===== src/rtl/mem_intf_pkg.sv =====
// Shared types and default sizing for the execute-stage memory interface.
package mem_intf_pkg;

    localparam int unsigned DEF_ADDR_W    = 14;
    localparam int unsigned DEF_MEM_W     = 16;
    localparam int unsigned DEF_OP_W      = 8;
    localparam int unsigned DEF_CMD_DEPTH = 2;
    localparam int unsigned DEF_TIMEOUT   = 255;

    typedef enum logic [1:0] {
        IDLE = 2'd0,
        REQ  = 2'd1,
        GAP  = 2'd2
    } mem_state_e;

    typedef struct packed {
        logic                  is_write;
        logic [DEF_ADDR_W-1:0] addr;
        logic [DEF_MEM_W-1:0]  data;
    } mem_cmd_t;

endpackage


===== src/rtl/mem_cmd_fifo.sv =====
// Small command queue; pointers carry one extra bit to tell full from empty.
module mem_cmd_fifo #(
    parameter int unsigned WIDTH = 8,
    parameter int unsigned DEPTH = 2
) (
    input  logic             clk,
    input  logic             reset_n,
    input  logic             push,
    input  logic             pop,
    input  logic [WIDTH-1:0] din,
    output logic [WIDTH-1:0] dout,
    output logic             full,
    output logic             empty
);

    localparam int unsigned AW = $clog2(DEPTH);
    localparam int unsigned PW = AW + 1;
    localparam int unsigned IW = (AW == 0) ? 1 : AW;

    logic [WIDTH-1:0] mem [DEPTH];
    logic [PW-1:0]    wr_ptr;
    logic [PW-1:0]    rd_ptr;
    logic [PW-1:0]    count;
    logic [IW-1:0]    wr_idx;
    logic [IW-1:0]    rd_idx;
    logic             push_ok;
    logic             pop_ok;

    assign count   = wr_ptr - rd_ptr;
    assign full    = (count == PW'(DEPTH));
    assign empty   = (wr_ptr == rd_ptr);
    assign push_ok = push && !full;
    assign pop_ok  = pop && !empty;
    assign wr_idx  = (DEPTH == 1) ? '0 : IW'(wr_ptr);
    assign rd_idx  = (DEPTH == 1) ? '0 : IW'(rd_ptr);
    assign dout    = mem[rd_idx];

    always_ff @(posedge clk or negedge reset_n) begin
        if (!reset_n) begin
            wr_ptr <= '0;
            rd_ptr <= '0;
        end else begin
            if (push_ok) wr_ptr <= wr_ptr + PW'(1);
            if (pop_ok)  rd_ptr <= rd_ptr + PW'(1);
        end
    end

    // Storage needs no reset: pointers define what is valid.
    always_ff @(posedge clk) begin
        if (push_ok) mem[wr_idx] <= din;
    end

endmodule


===== src/rtl/mem_intf_ctrl.sv =====
// Load/store front end: queues commands, issues one SMM request at a time,
// returns the addressed operand lane and reports done / error pulses.
module mem_intf_ctrl
    import mem_intf_pkg::*;
#(
    parameter int unsigned ADDR_W    = DEF_ADDR_W,
    parameter int unsigned MEM_W     = DEF_MEM_W,
    parameter int unsigned OP_W      = DEF_OP_W,
    parameter int unsigned CMD_DEPTH = DEF_CMD_DEPTH,
    parameter int unsigned TIMEOUT   = DEF_TIMEOUT
) (
    input  logic              clk,
    input  logic              reset_n,
    input  logic              load,
    input  logic              store,
    input  logic [ADDR_W-1:0] addr,
    input  logic [MEM_W-1:0]  result,
    output logic              cmd_ready,
    output logic              mem_done,
    output logic              mem_err,
    output logic [OP_W-1:0]   datatoinst,
    output logic              read_req,
    output logic              write_req,
    output logic [ADDR_W-1:0] addrout,
    output logic [MEM_W-1:0]  wdata,
    input  logic [MEM_W-1:0]  rdata,
    input  logic              mem_resp
);

    localparam int unsigned NLANE = MEM_W / OP_W;
    localparam int unsigned CW    = (TIMEOUT == 0) ? 1 : $clog2(TIMEOUT + 1);

    typedef struct packed {
        logic              is_write;
        logic [ADDR_W-1:0] addr;
        logic [MEM_W-1:0]  data;
    } cmd_t;

    cmd_t       push_cmd;
    cmd_t       head_cmd;
    logic       push;
    logic       pop;
    logic       rej;
    logic       full;
    logic       empty;
    logic [31:0] lane_sel;
    logic [OP_W-1:0] lane_data;

    mem_state_e        state, state_d;
    logic [CW-1:0]     wait_cnt, wait_cnt_d;
    logic              read_req_d, write_req_d, mem_done_d, mem_err_d;
    logic [ADDR_W-1:0] addrout_d;
    logic [MEM_W-1:0]  wdata_d;
    logic [OP_W-1:0]   datatoinst_d;

    assign cmd_ready = !full;
    assign push      = !full && (load ^ store);
    assign rej       = !full && load && store;
    assign push_cmd  = '{is_write: store, addr: addr, data: result};

    mem_cmd_fifo #(
        .WIDTH($bits(cmd_t)),
        .DEPTH(CMD_DEPTH)
    ) u_fifo (
        .clk    (clk),
        .reset_n(reset_n),
        .push   (push),
        .pop    (pop),
        .din    (push_cmd),
        .dout   (head_cmd),
        .full   (full),
        .empty  (empty)
    );

    // Operand lane chosen by the low address bits of the held request.
    assign lane_sel  = 32'(addrout) % NLANE;
    assign lane_data = rdata[lane_sel*OP_W +: OP_W];

    always_comb begin
        state_d      = state;
        wait_cnt_d   = wait_cnt;
        read_req_d   = read_req;
        write_req_d  = write_req;
        addrout_d    = addrout;
        wdata_d      = wdata;
        datatoinst_d = datatoinst;
        mem_done_d   = 1'b0;
        mem_err_d    = rej;
        pop          = 1'b0;
        case (state)
            IDLE: begin
                if (!empty) begin
                    pop        = 1'b1;
                    addrout_d  = head_cmd.addr;
                    wait_cnt_d = '0;
                    state_d    = REQ;
                    if (head_cmd.is_write) begin
                        write_req_d = 1'b1;
                        wdata_d     = head_cmd.data;
                    end else begin
                        read_req_d = 1'b1;
                    end
                end
            end
            REQ: begin
                if (mem_resp) begin
                    read_req_d  = 1'b0;
                    write_req_d = 1'b0;
                    mem_done_d  = 1'b1;
                    if (read_req) datatoinst_d = lane_data;
                    state_d = GAP;
                end else if (TIMEOUT != 0 && (32'(wait_cnt) + 32'd1 == TIMEOUT)) begin
                    read_req_d  = 1'b0;
                    write_req_d = 1'b0;
                    mem_err_d   = 1'b1;
                    state_d     = GAP;
                end else if (TIMEOUT != 0) begin
                    wait_cnt_d = wait_cnt + CW'(1);
                end
            end
            GAP:     state_d = IDLE;
            default: state_d = IDLE;
        endcase
    end

    always_ff @(posedge clk or negedge reset_n) begin
        if (!reset_n) begin
            state      <= IDLE;
            wait_cnt   <= '0;
            read_req   <= 1'b0;
            write_req  <= 1'b0;
            mem_done   <= 1'b0;
            mem_err    <= 1'b0;
            addrout    <= '0;
            wdata      <= '0;
            datatoinst <= '0;
        end else begin
            state      <= state_d;
            wait_cnt   <= wait_cnt_d;
            read_req   <= read_req_d;
            write_req  <= write_req_d;
            mem_done   <= mem_done_d;
            mem_err    <= mem_err_d;
            addrout    <= addrout_d;
            wdata      <= wdata_d;
            datatoinst <= datatoinst_d;
        end
    end

endmodule


===== config.mk =====
export PLATFORM = sky130hd
export DESIGN_NAME = mem_intf_ctrl
export DESIGN_NICKNAME = d
export VERILOG_FILES = /design/src/rtl/mem_intf_pkg.sv /design/src/rtl/mem_cmd_fifo.sv /design/src/rtl/mem_intf_ctrl.sv
export SDC_FILE = /design/constraint.sdc
export NUM_CORES = 1
export LEC_CHECK = 0
export ABC_AREA = 0
export ABC_CLOCK_PERIOD_IN_PS = 3400
export CAP_MARGIN = 15
export CORE_MARGIN = 2
export CORE_UTILIZATION = 40
export DETAILED_ROUTE_END_ITERATION = 8
export PLACE_DENSITY = 0.65
export SLEW_MARGIN = 10
export SYNTH_ARGS = -nofsm -noshare
export SYNTH_HDL_FRONTEND = slang
export SYNTH_SLANG_ARGS = --single-unit

===== constraint.sdc =====
create_clock -name clk -period 3.4 [get_ports clk]
set_input_delay 1.02 -clock clk [delete_from_list [all_inputs] [get_ports clk]]
set_output_delay 1.02 -clock clk [all_outputs]
set_load 0.1 [all_outputs]

---- After elaboration in Yosys (flattened, before gate mapping) ----
Memory sizes are Yosys's and may differ from the RTL's.
Index checks and enable logic that the tools add are counted.
word-level totals
  logic and storage cells ................. 71
  memory bits (writable) .................. 62
  bits in registers ....................... 56
  memories ................................ 1
  output and inout bits ................... 43
  input port bits ......................... 51
memories
  memory      words  width  rd ports  clocked after Yosys merged registers in  wr ports  RTL line            RTL
  u_fifo.mem  2      31     1         0                                        1         mem_cmd_fifo.sv:20  logic [WIDTH-1:0] mem [DEPTH];
operators by class
  eq/ne operators ......................... 10
  reductions and logical operators ........ 16
  bitwise gates (word level) .............. 2
  add/sub/neg operators ................... 5
  mux-type cells .......................... 25
  shifts and indexed selects .............. 1
operator list
  cell                                                                    number
  8-bit 2-to-1 mux                                                        3
  8-bit one-hot mux with 2 select lines                                   1
  16-bit by 5-bit indexed part select with 8-bit output                   1
  1-bit 2-to-1 mux                                                        15
  4-bit AND reduction                                                     3
  2-bit inequality test (second input constant)                           5
  8-bit by 1-bit adder with 9-bit output (second input constant)          1
  9-bit by 8-bit equality test with 1-bit output (second input constant)  1
  8-bit by 1-bit adder with 8-bit output (second input constant)          1
  2-bit 2-to-1 mux                                                        3
  3-bit AND reduction                                                     2
  1-bit logical AND                                                       5
  2-bit by 1-bit adder with 2-bit output (second input constant)          2
  1-bit one-hot mux with 2 select lines                                   2
  2-bit one-hot mux with 2 select lines                                   1
  2-bit AND reduction                                                     2
  3-bit inequality test (second input constant)                           1
  2-bit by 1-bit equality test with 1-bit output (second input constant)  1
  2-bit equality test                                                     1
  2-bit equality test (second input constant)                             1
  1-bit zero test                                                         2
  2-bit zero test                                                         1
  2-bit nonzero test                                                      1
  2-bit subtractor                                                        1
  other kinds (2)                                                         2

---- Logic depth before layout (Yosys ltp) ----
  depth in word-level cells ............... 8
  gate-level depth with buffers ........... 8
  depth with buffers taken out ............ 6

---- Hierarchy ----
A second synthesis with hierarchy kept.
unflattened totals
  cell total of the unflattened synthesis .. 335
  area, all modules ....................... 4814.6 µm²
modules (own cells, without submodules)
  module         area an instance (µm²)  cells each  sequential area each (µm²)  instances
  mem_cmd_fifo   2499.9                  126         1961.9                      1
  mem_intf_ctrl  2314.7                  209         1301.2                      1

---- Least setup slack after synthesis ----
OpenSTA, ideal clock, no wires.
  kind .................................... flip-flop to flip-flop
  start ................................... register u_fifo.rd_ptr[0]
  end ..................................... memory u_fifo.mem[0][0] (netlist name), enable pin
  cell stages (with the launch flop) ...... 6
  path buffers ............................ 1
  clock period less this slack ............ 3.493 ns
  arrival time ............................ 3.074 ns
  required time ........................... 2.981 ns
  setup time .............................. 0.419 ns
  path slack .............................. -0.093 ns
  path through ............................ dfrtp_1 > buf_4 > xor2_2 > nand2b_1 > nand2_1 > nor2_1
on the way
  longest elaborated chain between the ends .. 7
RTL lines
  what                                        RTL line             RTL
  start, declared                             mem_cmd_fifo.sv:22   logic [PW-1:0] rd_ptr;
  start signal, assigned                      mem_cmd_fifo.sv:44   if (pop_ok) rd_ptr <= rd_ptr + PW'(1);
  2-bit subtractor (*)                        mem_cmd_fifo.sv:29   assign count = wr_ptr - rd_ptr;
  2-bit equality test (*)                     mem_cmd_fifo.sv:30   assign full = (count == PW'(DEPTH));
  1-bit zero test (*)                         --
  net cmd_ready                               mem_intf_ctrl.sv:18  output logic cmd_ready,
  1-bit logical AND                           mem_intf_ctrl.sv:57  assign push = !full && (load ^ store);
  1-bit logical AND (*)                       mem_cmd_fifo.sv:32   assign push_ok = push && !full;
  1-bit 2-to-1 mux (*)                        mem_cmd_fifo.sv:50   if (push_ok) mem[wr_idx] <= din;
  1-bit 2-to-1 mux (not written as such) (*)  mem_cmd_fifo.sv:50
  end, declared                               mem_cmd_fifo.sv:20
Mark *: on every way through the listed nets, which the timed path passes. The rest lies on a longest branch.

---- Final worst setup path ----
  start ................................... register u_fifo.wr_ptr[0]
  end ..................................... output cmd_ready
on the way
  longest elaborated chain between the ends .. 3
RTL lines
  what                    RTL line             RTL
  start, declared         mem_cmd_fifo.sv:21   logic [PW-1:0] wr_ptr;
  start signal, assigned  mem_cmd_fifo.sv:43   if (push_ok) wr_ptr <= wr_ptr + PW'(1);
  2-bit subtractor        mem_cmd_fifo.sv:29
  2-bit equality test     mem_cmd_fifo.sv:30
  1-bit zero test         mem_intf_ctrl.sv:56  assign cmd_ready = !full;
  end, declared           mem_intf_ctrl.sv:18
Every way passes these cells.

==> flow_summary.toml <==
[status]
status = "completed"

[cells_and_area]
layout_common_cells = "62 x edfxtp_1, 55 x dfrtp_1, 50 x buf_4"
n_antenna_cell = 0
area_growth_pct = 35.7
drive_gt1_share_pct = 20.8
fin_nets = 488
layout_commonest_cell = "edfxtp_1"
fin_cells = 591

[critical_path]
end_kind = "output port"
critPathTopFamily = "flip-flops"
worstPathRequired_ns = 2.38
rr_worst_depth = 6
cp.buffers_inverters = 1
crit_slowest_cell = "dfrtp_1"
critPathMaxStageDelay_ns = 0.47
crit_fanout = 4
r2r-start = "u_fifo.rd_ptr[0]"
worstPathArrival_ns = 1.61
r2r_slack_ns = 1.52
worstReg2RegEnd = "wdata[7]"
start_kind = "flop"
path_cells = "xor2_2 > nand2b_1 > buf_4"
critical_path_class = "reg2out"

[placed_design]
dp_hpwl_um = 5900
routabilityCongestion = 0.850
placed_cells_incl_taps = 559
io_buffers = 93

[worst_hold_path]
whs_path_depth = 1
hold_start = "u_fifo.wr_ptr[1]"
min_delay_worst_endpoint = "u_fifo.wr_ptr[1]"
min-delay-path-class = "reg2reg"

[yosys]
syn-num-nets = 382
synth_mux_area_share_pct = 8.74
synthCells = 329
synth-warning-count = 0
synthAdderAreaFrac_pct = 0.546
synthXorXnorAreaFrac_pct = 2.05
ys.flop_type = "edfxtp_1"
ys_seq_elements = 118
synth_top_family_by_area = "simple AND/OR/NAND/NOR gates"
synthSimpleGateAreaFrac_pct = 9.15
async_reset_ff_share_pct = 47.5
synth-edff-count = 62
ys_types = 40
synth_compound_area_share_pct = 6.58
ys_seq_area_share_pct = 71.2
syn_area_mm2 = 0.00458
postSynthAreaPerCell_um2 = 13.9

[routing]
vias = 2890
first_pass_iters = 4
drt-total-wl_um = 8740
drc = 0
vias_per_cell = 4.89
ant_nets = 0
wl_per_cell_um = 14.8
drt_iter0_drc = 136

[floorplanning]
io_pins = 94
fp.coreArea_mm2 = 0.0113
fp.dieH_um = 111
dieArea_mm2 = 0.0123
fp.dieW_um = 111
start_util_pct = 40.5
core.rowCount = 39

[sta]
hold_viol_final = 0
final_max_slew_viol_count = 0
timing.fmax_mhz = 381
period_share_pct = 77.2
setup_viol = 0
fin_skew_ns = 0.00547
maxSlewHeadroom_pct = 58.8
worstMarginPinSlew_ns = 0.619
finalSetupTns_ns = 0
fin_crit_ns = 2.63
rsz0062_at_grt = "false"

[global_routing]
grt_max_degree = 34
antenna_found_initial = 0
grt_pass1_wl_um = 14100
grt_pass1_vias = 2951
overflow = 0
groute.usage.overall_pct = 14.8

[clocking]
cts.sinks = 118
cts.repair.resized = 0
cts_max_level = 4
cts_tree = "done"
hold_buffers = 0
path_clk_slew_ns = 0.05
clock_latency_ns = 0.40
cts_setup_buffers = 0
clock_path_buffers = 2
cts_root_buf = "clkbuf_16"
cts_made_buffers = 17

[run]
cap_violations = 0
-- state kept, by name, summed over array words and instances, names as in the netlist --
| name | count |
|---|---|
| addrout | 14 |
| u_fifo.wr_ptr | 2 |
| mem_err | 1 |
| state | 2 |
| write_req | 1 |
| wait_cnt | 8 |
| u_fifo.rd_ptr | 2 |
| read_req | 1 |
| datatoinst | 8 |
| mem_done | 1 |
| u_fifo.mem | 62 |
| wdata | 16 |
-- how the worst max path moves through the flow --
stage / start / endpoint / slack [ns] / cells past startpoint
after detailed placement: store / u_fifo.mem[1][20] / 0.62 / 4
after global routing: u_fifo.wr_ptr[0] / cmd_ready / 0.67 / 3
after global placement: store / u_fifo.mem[1][23] / 0.62 / 4
after floorplan: u_fifo.rd_ptr[0] / u_fifo.mem[0][0] / 0.39 / 5
final: u_fifo.wr_ptr[0] / cmd_ready / 0.77 / 3
after CTS: u_fifo.wr_ptr[0] / cmd_ready / 0.73 / 3
-- per-stage QoR --
stage	cell area, um^2	hold slack [ns]	setup WS [ns]	util, %
4_1_cts	6220	0.485	0.735	54.9
2_1_floorplan	4590	0.460	0.391	-
5_1_grt	6220	0.502	0.672	54.9
6_report	6220	0.481	0.774	54.9
3_3_place_gp	5590	0.465	0.624	49.4
3_5_place_dp	5590	0.474	0.619	49.4
-- metal layers --
layer / track usage, % / wire [um]
met3: 4.65 / 464
met4: 7.08 / 123
met1: 18.9 / 3970
met2: 23.3 / 4180
met5: 0 / 0
-- kinds of logic after synthesis --
logic type,after synthesis
DFF,118
and+or+nand+nor,89
AOI/OAI and AO/OA,54
muxes,40
buffers and inverters,17
xor gates and xnor gates,9
adders and majority gates,2
-- cell type report --
cell class	instances	area, um^2
Fill cell	957	5100
Sequential cell	118	3260
Multi-Input combinational cell	194	1250
Timing Repair Buffer	101	891
Clock buffer	19	443
Clock inverter	13	180
Tap cell	143	179
Inverter	3	11.3
-- cell usage after synthesis, types with 3 or more instances --
cell type	n	area [um^2]
edfxtp_1	62	1860
dfrtp_1	56	1400
nand2_1	44	165
mux2i_1	40	400
o21ai_0	24	120
o21ai_1	17	85.1
nor2_1	12	45.0
nand3_1	9	45.0
buf_2	7	35.0
xor2_1	5	43.8
and3_1	4	25.0
clkbuf_1	4	15.0
nand2b_1	4	25.0
a21oi_1	3	15.0
and2_1	3	18.8
inv_1	3	11.3
Power is left out: the tool's default activity adds up to more than one toggle a clock period on the data nets, which glitch-free logic cannot reach.
==> edit 1: new RTL, config.mk and constraints unchanged <==
Reset style: synchronous (`reset_n`), changed in 2 clocked blocks.
--- a/src/rtl/mem_cmd_fifo.sv
+++ b/src/rtl/mem_cmd_fifo.sv
@@ -35,7 +35,7 @@
     assign rd_idx  = (DEPTH == 1) ? '0 : IW'(rd_ptr);
     assign dout    = mem[rd_idx];
 
-    always_ff @(posedge clk or negedge reset_n) begin
+    always_ff @(posedge clk) begin
         if (!reset_n) begin
             wr_ptr <= '0;
             rd_ptr <= '0;
--- a/src/rtl/mem_intf_ctrl.sv
+++ b/src/rtl/mem_intf_ctrl.sv
@@ -123,7 +123,7 @@
         endcase
     end
 
-    always_ff @(posedge clk or negedge reset_n) begin
+    always_ff @(posedge clk) begin
         if (!reset_n) begin
             state      <= IDLE;
             wait_cnt   <= '0;
Function: differs if reset_n is asserted again (counterexample within 4 cycles, from zero or initial values and one cycle with reset_n low); with reset_n held inactive, the same outputs for 10 cycles.
==> edit 1 against the unedited design <==
  * Register-to-register slack got worse by 0.63 ns
  * Setup slack improved by 0.11 ns
  * Cell area fell by 1.3%
  * Highest routed layer unchanged
  * Area after synthesis fell by 1.4%
  * Routed wire length rose by 4.0%
  * Hold slack improved by 0.011 ns
  * Utilization rose by 1.2 points
  * Sequential cell count rose by 1
==> edit 1: results (changes against the unedited design) <==
- The source of the worst hold timing path is wait_cnt[7].
- The count of TritonRoute iterations in the first routing pass is 4 (unchanged).
- The clock skew came to 0.00760 ns (+0.00213 ns).
- In the final layout, the registers with the most flip-flops are u_fifo.mem (62), wdata (16), addrout (14).
- The post-place instance area is 5520 um^2 (-1.4%).
- The Yosys warning count is 0 (unchanged).
- The internal cell power is ~3700 uW.
- The clock slew at the register clock pins of the worst setup and hold paths is 0.05 ns (about the same).
- By area the synthesized netlist is led by sky130_fd_sc_hd__edfxtp_1 (41%), sky130_fd_sc_hd__dfxtp_1 (25%), sky130_fd_sc_hd__mux2i_1 (9.1%).
- The worst hold path stage count is 2 (+1).
- The worst-case reg-to-reg path depth is 7 (+1).
- The number of nets with antenna violations after detailed routing is 0 (unchanged).
- The total track usage is 16.0% (+1.1 points).
- The maximum buffer depth of the clock tree came to 2 (unchanged).
- The flow ran to the end, and the final reports show no timing, DRC or antenna violations.
- Summed over all cells, the static leakage comes to 0.00228 uW.
- The number of enable-type register cells in the synthesized netlist is 62 (unchanged).
- By count the netlist is led by sky130_fd_sc_hd__edfxtp_1 (62), sky130_fd_sc_hd__dfxtp_1 (57), sky130_fd_sc_hd__nor2_1 (46).
- The insertion delay of the later-clocked pin in the worst-skew pair is 0.40 ns (about the same).
- The class of the worst hold path is flip-flop to flip-flop.
- The post-detailed-route DRC marker count is 0 (unchanged).
- The initial antenna violation count was 0 (unchanged).
- The clock root buffer is sky130_fd_sc_hd__clkbuf_16.
- The via count of the first global-routing pass is 2966 (+0.51%).
- The share of synthesized registers carrying an async set or reset is 0% (-47 points).
- The pin count of the biggest net entering global routing is 33 (-2.9%).
- The number of fill cells is 916 (-4.3%).
- The number of levels in the clock H-tree is 4 (unchanged).
- The number of nets in the final layout is 498 (+2.0%).
- The placed wire-length estimate is 6.00 mm (+1.8%).
- The number of buffers inserted during clock tree synthesis is 17 (unchanged).
- The global-route wire length before repair was 14.4 mm (+1.7%).
- The arrival time at the worst endpoint came to 1.50 ns (-0.11 ns).
- The distinct cell type count after synthesis is 39 (-2.5%).
- The detailed router's first-iteration violation count is 133 (-2.2%).
- The final antenna diode count is 0 (unchanged).
- The count of input and output buffers was 93 (unchanged).
- The total setup buffers inserted after CTS was 0 (unchanged).
- The global placer's final weighted congestion is 0.779 (-8.4%).
- The maximum fanout encountered on the critical timing path is 4 (unchanged).
- The register area share after synthesis is 66.4% (-4.8 points).
- The final routed wire length divided by cell count is 15.2 um (+2.8%).
- The number of resized instances in the post-cts repair step is 0 (unchanged).
- The peak supply drop is about 0.5 mV.
- The share of cells above drive strength 1 was 19.7% (-1.1 points).
- The beginning of the worst register-to-register path is wait_cnt[1].
- The post-synth net total is 401 (+5.0%).
- The worst slew margin relative to its limit was 38.3% (-20 points).
- The critical path starts at u_fifo.wr_ptr[1].
- The via density per instance was 5.00 (+2.2%).
[edit 1: kinds of logic (layout without fill, tap and decap cells)]
| logic type | after synthesis | after routing | synth area share (%) |
|---|---|---|---|
| simple gates | 88 | 88 | 9.08 |
| buf+inv | 26 | 136 | 2.69 |
| mux | 41 | 41 | 9.08 |
| compound gates | 63 | 63 | 10.4 |
| xor+xnor | 9 | 9 | 1.74 |
| fa+ha+maj | 2 | 2 | 0.554 |
| flops | 119 | 119 | 66.4 |
[edit 1: metrics by stage]
step / cells / worst slack [ns]
after detailed placement: 566 / 0.631
after global routing: 598 / 0.632
after floorplan: 348 / 0.540
final: 598 / 0.882
after global placement: 566 / 0.692
after CTS: 598 / 0.868
[edit 1: final timing paths]
| check | slack, ns | end |
|---|---|---|
| hold / removal | 0.49 | wait_cnt[7] |
| setup reg to reg | 0.89 | wait_cnt[6] |
| setup / recovery | 0.88 | cmd_ready |
| hold reg to reg | 0.49 | wait_cnt[7] |
[edit 1: area by class of cell]
class | instances | area [um^2] | area share, %
flip-flops and latches | 119 | 3000 | 49.0
clock inverters | 15 | 190 | 3.10
inverters | 3 | 11.3 | 0.184
repair buffers | 101 | 921 | 15.0
clock buffers | 17 | 425 | 6.94
multi-input cells | 203 | 1410 | 22.9
well taps | 140 | 175 | 2.86
[edit 1: layer usage]
layer  track usage [%]  share of wire (%)  vias to the layer above
met3              4.23                3.1                        9
met1              18.1                 43                     1438
met4              6.70                1.3                        0
met2              28.4                 53                       50
li1                  -                  -                     1492
met5                 0                  0                        -
[edit 1: power groups by stage]
| stage | Sequential [uW] | Clock, uW | Combinational, uW |
|---|---|---|---|
| 6_report | 2090 | 1840 | 2630 |
| 3_3_place_gp | 2110 | 0 | 2620 |
| 3_5_place_dp | 2120 | 0 | 2640 |
| 2_1_floorplan | 3280 | 0 | 883 |
| 4_1_cts | 2100 | 1870 | 2660 |
| 5_1_grt | 2130 | 1930 | 2800 |
[edit 1: worst max-delay path, stage by stage (launching register included)]
cell and delay [ns]:
sky130_fd_sc_hd__dfxtp_1 0.37, sky130_fd_sc_hd__xnor2_1 0.15, sky130_fd_sc_hd__nand2b_1 0.25, sky130_fd_sc_hd__buf_4 0.33
==> edit 2: new RTL, same settings <==
Made on the original files. The package constant `DEF_TIMEOUT` goes from 255 to 510.
--- a/src/rtl/mem_intf_pkg.sv
+++ b/src/rtl/mem_intf_pkg.sv
@@ -5,7 +5,7 @@
     localparam int unsigned DEF_MEM_W     = 16;
     localparam int unsigned DEF_OP_W      = 8;
     localparam int unsigned DEF_CMD_DEPTH = 2;
-    localparam int unsigned DEF_TIMEOUT   = 255;
+    localparam int unsigned DEF_TIMEOUT   = 510;
 
     typedef enum logic [1:0] {
         IDLE = 2'd0,
Check against the original RTL: same outputs for any inputs over 10 cycles, from zero or initial values and one cycle with reset_n low; that may be too few to reach the edited logic, so the function may still have changed.
==> edit 2 against the unedited design <==
  * Sequential cell count rose by 1
  * Non-clock buffer count fell by 1
  * Cell area rose by 1.2%
  * Final cell count rose by 1.0%
  * Critical path depth did not move
  * Area after synthesis rose by 1.6%
  * Setup slack improved by 0.015 ns
  * Fmax rose by 0.59%
  * Via count rose by 1.1%
  * Clock skew rose by 0.0046 ns
  * Routed wire length rose by 5.1%
  * Largest cell class unchanged
Power is left out: the tool's default activity adds up to more than one toggle a clock period on the data nets, which glitch-free logic cannot reach.
==> edit 2: results (changes against the unedited design) <==
- In this run the most critical hold path is launched from addrout[1].
- Sorting the synthesized cells by how often they occur yields sky130_fd_sc_hd__edfxtp_1 (62), sky130_fd_sc_hd__dfrtp_1 (57), sky130_fd_sc_hd__nand2_1 (46).
- After synthesis, the cell types taking the most area are sky130_fd_sc_hd__edfxtp_1 (40%), sky130_fd_sc_hd__dfrtp_1 (31%), sky130_fd_sc_hd__mux2i_1 (8.4%).
- The initial antenna violation count is 0 (unchanged).
- The clock skew is 0.0101 ns (+0.00464 ns).
- The final antenna diode count came to 0 (unchanged).
- The total setup buffers inserted after CTS was 0 (unchanged).
- The number of nets in the final layout is 494 (+1.2%).
- The number of resized instances in the post-cts repair step is 0 (unchanged).
- The via density per instance is 4.90 (+0.13%).
- The flop-to-flop setup slack came to 1.18 ns (-0.34 ns).
- The via count of the first global-routing pass is 2931 (-0.68%).
- The worst hold margin is 0.476 ns (-0.00448 ns).
- The number of buffers inserted during clock tree synthesis is 17 (unchanged).
- The count of input and output buffers is 93 (unchanged).
- The root buffer cell chosen for the clock tree is sky130_fd_sc_hd__clkbuf_16.
- The beginning of the worst register-to-register path is wait_cnt[0].
- The Yosys warning count is 0 (unchanged).
- The number of enable-type register cells in the synthesized netlist is 62 (unchanged).
- The worst-case reg-to-reg path depth is 6 (unchanged).
- The kind of cell adding the most delay to the critical path is flip-flops.
- The global placer's final weighted congestion was 0.861 (+1.4%).
- The detailed router's first-iteration violation count is 137 (+0.74%).
- The slowest stage cell on the critical path is sky130_fd_sc_hd__dfrtp_1.
- The final routed wire length divided by cell count is 15.4 um (+4.1%).
- The maximum fanout encountered on the critical timing path is 4 (unchanged).
- The largest registers in the layout are u_fifo.mem (62), wdata (16), addrout (14).
- The worst hold path stage count was 2 (+1).
- The worst stage delay on the critical path came to 0.44 ns (-0.03 ns).
- The flow ran to the end, and the final reports show no timing, DRC or antenna violations.
- The pin count of the biggest net entering global routing is 34 (unchanged).
- The register area share after synthesis came to 70.6% (-0.61 points).
- The class of the worst hold path is flip-flop to flip-flop.
- The number of levels in the clock H-tree is 4 (unchanged).
- The distinct cell type count after synthesis is 42 (+5.0%).
- The clock slew at the register clock pins of the worst setup and hold paths was 0.05 ns (about the same).
- The arrival time at the worst endpoint was 1.59 ns (-0.02 ns).
- The global-route wire length before repair is 14.9 mm (+5.6%).
- The total track usage is 15.6% (+0.79 points).
- The endpoint identified for the worst register-to-register timing path is wait_cnt[2].
- The share of cells above drive strength 1 was 20.0% (-0.71 points).
- The share of synthesized registers carrying an async set or reset came to 47.9% (+0.44 points).
- The placed wire-length estimate is 6.12 mm (+3.7%).
- The post-synth net total is 390 (+2.1%).
- The maximum buffer depth of the clock tree is 2 (unchanged).
- For hold timing, the worst endpoint is addrout[1].
- The worst-margin pin slew is 0.675 ns (+0.0559 ns).
## edit 2: changes by cell type after synthesis, moves of 2 or more
cell	unedited run	this run
sky130_fd_sc_hd__clkbuf_1	4	10
sky130_fd_sc_hd__o21ai_0	24	44
sky130_fd_sc_hd__nand2b_1	4	2
sky130_fd_sc_hd__a32o_1	2	0
sky130_fd_sc_hd__nand3_1	9	6
sky130_fd_sc_hd__o21ai_1	17	2
sky130_fd_sc_hd__buf_2	7	2
sky130_fd_sc_hd__nor3b_1	0	2
sky130_fd_sc_hd__nand2_1	44	46
sky130_fd_sc_hd__a221o_1	0	3
## edit 2: cell type report
class	instances	area, um^2
clock buffers	22	464
inverters	5	21.3
clock inverters	10	151
multi-input cells	198	1290
fillers	938	5080
well taps	143	179
repair buffers	100	896
flip-flops and latches	119	3290
## edit 2: worst min-delay path: cells and delay by family (launching register included)
family	cells	cell delay (ns)
DFF	1	0.34
AOI/OAI and AO/OA	1	0.06
and+or+nand+nor	1	0.04
## edit 2: kinds of logic (layout without fill, tap and decap cells)
logic type               count (synthesis)  after routing  synth area share [%]
multiplexers                            40             40                  8.70
AO/OA/AOI/OAI                           62             62                  8.19
XOR/XNOR                                 7              7                  1.32
AND/OR/NAND/NOR                         87             87                  8.68
buffers and inverters                   20            137                  1.99
flip-flops                             119            119                  70.6
adder cells (fa/ha/maj)                  2              2                 0.537
## edit 2: per-layer routing
layer	track usage [%]	share of wire [%]	routed length, um
met3	5.50	5.3	489
met5	0	0	0
met1	19.3	43	3990
met4	5.68	0.60	55
met2	25.5	51	4650
## edit 2: worst max-delay path by stage
stage | start | end | depth (start not counted)
after floorplan | u_fifo.rd_ptr[0] | u_fifo.mem[0][0] | 5
after global placement | store | u_fifo.mem[0][24] | 5
after detailed placement | store | u_fifo.mem[0][2] | 5
after CTS | u_fifo.wr_ptr[0] | cmd_ready | 3
after global routing | u_fifo.wr_ptr[0] | cmd_ready | 3
final | u_fifo.wr_ptr[0] | cmd_ready | 3
## edit 2: per-stage QoR
stage / instance area [um^2] / utilization [%] / std cells / setup WS [ns]
after floorplan: 4660 / - / 337 / 0.398
after global placement: 5680 / 49.9 / 565 / 0.611
after detailed placement: 5680 / 49.9 / 565 / 0.598
after CTS: 6290 / 55.3 / 597 / 0.753
after global routing: 6290 / 55.3 / 597 / 0.658
final: 6290 / 55.3 / 597 / 0.790
